## src/rtl/gpio_hex_display.sv

```systemverilog
// rtl/gpio_hex_display.sv - CPU GPIO word capture shown on a multiplexed 8-digit 7-segment display
// Optional feature macro: GPIO_HEX_LZ_BLANK_EN (leading-zero blanking)
module gpio_hex_display #(
    parameter int unsigned REFRESH_DIV  = 100000,
    parameter int unsigned BLANK_CYCLES = 1000,
    parameter int unsigned FLASH_CYCLES = 50000000
) (
    input  logic        clk,
    input  logic        rst_n,
    input  logic        gpio_we,
    input  logic [31:0] gpio_wdata,
    output logic [31:0] hex_value,
    output logic [6:0]  seg_n,
    output logic        dp_n,
    output logic [7:0]  an_n,
    output logic        busy_flash
);

    localparam int CW = $clog2(REFRESH_DIV);
    localparam int FW = (FLASH_CYCLES > 1) ? $clog2(FLASH_CYCLES) : 1;
    localparam logic [CW-1:0] SLOT_LAST  = CW'(REFRESH_DIV - 1);
    localparam logic [CW-1:0] BLANK_END  = CW'(BLANK_CYCLES);
    localparam logic [FW-1:0] FLASH_LOAD = FW'(FLASH_CYCLES - 1);

    typedef enum logic {ST_BLANK, ST_DRIVE} state_t;

    state_t        state_q, state_d;
    logic [CW-1:0] slot_cnt_q, slot_cnt_d;
    logic [2:0]    digit_idx_q, digit_idx_d;
    logic [31:0]   hex_value_q, hex_value_d;
    logic [FW-1:0] flash_cnt_q, flash_cnt_d;
    logic          busy_q, busy_d;
    logic [6:0]    seg_n_q, seg_n_d;
    logic [7:0]    an_n_q, an_n_d;
    logic          dp_n_q, dp_n_d;
    logic          slot_wrap;
    logic          digit_on;
    logic [3:0]    nibble;

    function automatic logic [6:0] decode(input logic [3:0] n);
        case (n)
            4'h0: decode = 7'h40;
            4'h1: decode = 7'h79;
            4'h2: decode = 7'h24;
            4'h3: decode = 7'h30;
            4'h4: decode = 7'h19;
            4'h5: decode = 7'h12;
            4'h6: decode = 7'h02;
            4'h7: decode = 7'h78;
            4'h8: decode = 7'h00;
            4'h9: decode = 7'h10;
            4'hA: decode = 7'h08;
            4'hB: decode = 7'h03;
            4'hC: decode = 7'h46;
            4'hD: decode = 7'h21;
            4'hE: decode = 7'h06;
            default: decode = 7'h0E;
        endcase
    endfunction

`ifdef GPIO_HEX_LZ_BLANK_EN
    logic [2:0] msd;

    // Highest nonzero nibble; zero value keeps digit 0 lit.
    always_comb begin
        msd = 3'd0;
        for (int i = 1; i < 8; i++) begin
            if (hex_value_q[4*i +: 4] != 4'h0) begin
                msd = 3'(i);
            end
        end
    end

    assign digit_on = (state_q == ST_DRIVE) && (digit_idx_q <= msd);
`else
    assign digit_on = (state_q == ST_DRIVE);
`endif

    always_comb begin
        slot_wrap   = (slot_cnt_q == SLOT_LAST);
        slot_cnt_d  = slot_wrap ? '0 : slot_cnt_q + CW'(1);
        digit_idx_d = slot_wrap ? digit_idx_q + 3'd1 : digit_idx_q;

        state_d = state_q;
        case (state_q)
            ST_BLANK: if (slot_cnt_d == BLANK_END) state_d = ST_DRIVE;
            ST_DRIVE: if (slot_wrap && BLANK_CYCLES != 0) state_d = ST_BLANK;
            default:  state_d = ST_BLANK;
        endcase

        hex_value_d = gpio_we ? gpio_wdata : hex_value_q;

        // A write always reloads; no accumulation across writes.
        flash_cnt_d = flash_cnt_q;
        busy_d      = busy_q;
        if (gpio_we) begin
            flash_cnt_d = FLASH_LOAD;
            busy_d      = 1'b1;
        end else if (busy_q) begin
            if (flash_cnt_q == '0) begin
                busy_d = 1'b0;
            end else begin
                flash_cnt_d = flash_cnt_q - FW'(1);
            end
        end

        nibble  = hex_value_q[{digit_idx_q, 2'b00} +: 4];
        an_n_d  = digit_on ? ~(8'h01 << digit_idx_q) : 8'hFF;
        seg_n_d = digit_on ? decode(nibble) : 7'h7F;
        dp_n_d  = !((state_q == ST_DRIVE) && (digit_idx_q == 3'd0) && busy_q);
    end

    always_ff @(posedge clk or negedge rst_n) begin
        if (!rst_n) begin
            state_q     <= ST_BLANK;
            slot_cnt_q  <= '0;
            digit_idx_q <= 3'd0;
            hex_value_q <= 32'h0;
            flash_cnt_q <= '0;
            busy_q      <= 1'b0;
            seg_n_q     <= 7'h7F;
            an_n_q      <= 8'hFF;
            dp_n_q      <= 1'b1;
        end else begin
            state_q     <= state_d;
            slot_cnt_q  <= slot_cnt_d;
            digit_idx_q <= digit_idx_d;
            hex_value_q <= hex_value_d;
            flash_cnt_q <= flash_cnt_d;
            busy_q      <= busy_d;
            seg_n_q     <= seg_n_d;
            an_n_q      <= an_n_d;
            dp_n_q      <= dp_n_d;
        end
    end

    assign hex_value  = hex_value_q;
    assign seg_n      = seg_n_q;
    assign an_n       = an_n_q;
    assign dp_n       = dp_n_q;
    assign busy_flash = busy_q;

endmodule

```

## config.mk

```make
export PLATFORM = sky130hd
export DESIGN_NAME = gpio_hex_display
export DESIGN_NICKNAME = d
export VERILOG_FILES = /design/src/rtl/gpio_hex_display.sv
export SDC_FILE = /design/constraint.sdc
export NUM_CORES = 1
export LEC_CHECK = 0
export CAP_MARGIN = 0
export CORE_MARGIN = 2
export CORE_UTILIZATION = 50
export DETAILED_ROUTE_END_ITERATION = 7
export PLACE_DENSITY = 0.76
export SYNTH_ARGS = -nofsm -noshare
export SYNTH_HDL_FRONTEND = slang
export SYNTH_SLANG_ARGS = --single-unit
```

## constraint.sdc

```tcl
create_clock -name clk -period 3.28 [get_ports clk]
set_input_delay 0.328 -clock clk [delete_from_list [all_inputs] [get_ports clk]]
set_output_delay 0.328 -clock clk [all_outputs]
set_load 0.01 [all_outputs]
```

==> results.txt <==
run status = finished, final reports clean
Final Hold Fails = 0
Worst setup EP type = flop
CTS clk-pin slew, worst paths = 0.10 ns
clock root buffer = clkbuf_8
layout net count = 552
Layout Skew = 0.01356 ns
synth warn = 0
global-route wire length before repair = 17250 um
Routed WL = 10580 um
htree depth = 3
DRC viols = 0
Util after Layout = 0.6305
Tcrit/Tclk final = 0.8437
buffer and inverter count on the worst path = 2
crit path cell chain = mux4_2, mux2i_1, inv_1, ha_1, inv_1, nor2_1, a211oi_1, a31o_2, nand2_1
Tmin final = 2.767 ns
worst-path fanout max = 11
Ant. Diodes = 0
Tot Pwr = 0.002453 W
largest net degree at the start of global routing = 86
drt first-iter violations = 189
worst min path class = in -> async
delay-heaviest family, CP = multiplexers
#FFs+latches synth = 96
top post-synthesis cells by area = dfrtp_1 (41%), dfstp_2 (8.6%), mux2_2 (7.6%)
WP data required = 3.56 ns
port bufs = 83
Crit. Startpoint = digit_idx_q[0]
detailed-route via count = 3572
average size of a mapped cell = 11.66 um^2
Worst path slowest cell = dfrtp_1
Routed Antenna Nets = 0
ys flop type = dfrtp_1
most common cell type on the critical path = inv_1
Syn Nets = 471
measured slew at the worst slew-check pin = 1.038 ns
CP arrival = 3.05 ns
Initial Util = 0.5092
Pleak = 2.390 nW
Combinational Power Share = 0.124
synth unique cells = 58
vias in the first global route = 3401
RSZ-0062 raised after global routing = no
Placer Congestion = 0.8946
DR vias/cell = 5.581
Post-CTS Resized = 0
Post-synth ARST share = 1.000
post-synth top area share = 0.4079
Die H = 103.1 um
hold_buf cts = 0
grt total ovfl = 0
Min Hold Slack = 0.1352 ns
power share of the sequential group = 0.518
row count = 36
Die X = 103.1 um
clock power share = 0.359
startpoint types = flop
TritonCTS clock tree = built
Pwr Density = 403.6 nW/um^2
Num CTS Buffers = 9
Sink Count = 96
Post-synth EDFFs = 0
detailed placement HPWL = 7618 um
Crit Path Class = reg -> reg
Net Sw Frac = 0.2356
final setup vio count = 0
initial antenna violation count = 0
max_slew headroom = 0.3082
Die ar. = 10630 um^2
Pre-Repair DR Iteration Count = 6
Skew-Pair Late Insertion Delay = 0.37 ns
Max-Cap Viols = 0
internal power = 0.001875 W
DR WL/cell = 16.53 um
number of max-slew violations in the final report = 0
launching point of the worst reg2reg path = digit_idx_q[0]
core area = 9639 um^2
cell taking the most area after synthesis = dfrtp_1
setup TNS = 0 ns
layout cell share with drive strength beyond 1 = 0.2051
Syn-to-layout area delta = 23.81%
Syn Std Cell Area = 4908 um^2
sequential share of the synthesized area = 0.4935
CP max stage delay = 0.70 ns
switching pwr = 0.0005778 W
Overall Global Routing Usage = 0.2141
cell count after synthesis = 421
CTS Buffer Depth = 2
VDD IR max = 0.2106 mV
# IOs = 84
fmax = 0.3613 GHz
Setup Buffers After CTS = 0
-- power groups by stage --
stage / clock network, W / registers, W / logic [W]
2_1_floorplan: 0 / 0.00129 / 0.000120
3_3_place_gp: 0 / 0.00129 / 0.000296
3_5_place_dp: 0 / 0.00129 / 0.000303
4_1_cts: 0.000899 / 0.00127 / 0.000306
5_1_grt: 0.000945 / 0.00128 / 0.000331
6_report: 0.000880 / 0.00127 / 0.000303
-- cell families after synthesis --
logic type / count (synthesis) / share of synthesized area
buffers and inverters: 30 / 0.02829
AO/OA/AOI/OAI: 41 / 0.05940
XOR/XNOR: 33 / 0.05888
flip-flops: 96 / 0.4935
adder cells (fa/ha/maj): 15 / 0.03824
AND/OR/NAND/NOR: 160 / 0.1991
multiplexers: 46 / 0.1226
-- cell type report --
| cell class | count | area, um^2 |
|---|---|---|
| fillers | 783 | 3562 |
| flip-flops and latches | 96 | 2422 |
| multi-input cells | 295 | 2347 |
| repair buffers | 89 | 868.3 |
| clock inverters | 4 | 76.32 |
| well taps | 133 | 166.4 |
| inverters | 11 | 41.29 |
| clock buffers | 12 | 155.1 |
-- final timing paths --
kind / end / slack, ns / depth (start not counted)
setup / recovery: seg_n[0] / 0.51 / 9
hold / removal: hex_value[10] / 0.14 / 1
setup reg to reg: seg_n[0] / 0.51 / 9
hold reg to reg: flash_cnt_q[6] / 0.54 / 2
max in group asynchronous: hex_value[27] / 2.40 / 2
min in group clk: flash_cnt_q[10] / 0.51 / 2
-- routing by layer --
| metal | global-route usage | wire length, um |
|---|---|---|
| met5 | 0 | 0 |
| met4 | 0.07287 | 149 |
| met3 | 0.04000 | 701 |
| met2 | 0.3152 | 4749 |
| met1 | 0.3195 | 4978 |
-- cell usage in the layout (no fill, tap or decap), types with 9 or more instances in the layout --
cell,count
a21oi_1,10
xor2_1,9
clkbuf_8,11
nand2b_1,12
ha_1,15
xnor2_1,24
nand2_1,27
mux2_2,33
clkdlybuf4s50_1,81
dfrtp_1,80
nand3_1,17
nor2_1,32
nor4_1,9
nand4_1,13
inv_1,10
dfstp_2,16
-- metrics by stage --
step | area (um^2) | cells | setup slack, ns
after floorplan | 4908 | 421 | 0.9538
after global placement | 5846 | 624 | 0.6726
after detailed placement | 5846 | 624 | 0.5271
after CTS | 6077 | 640 | 0.4838
after global routing | 6077 | 640 | 0.2087
final | 6077 | 640 | 0.5125
-- cells in the mapped netlist, types with 7 or more instances --
cell and number:
nor2_1 32, nor4_1 9, inv_1 10, ha_1 15, xor2_1 9, nand2_1 27, dfstp_2 16, dfrtp_1 80
and3_1 7, mux2_2 33, mux4_2 8, nand4_1 13, xnor2_1 24, nor3_1 8, nand3_1 17, clkbuf_1 11
a21oi_1 10, nand2b_1 12
-- flip-flops by register name (all words and copies together), names as in the netlist --
signal	flops
slot_cnt_q	17
digit_on	1
seg_n	7
dp_n	1
digit_idx_q	3
flash_cnt_q	26
hex_value	32
an_n	8
busy_flash	1
Note: power is estimated with default switching activity, not from simulation.
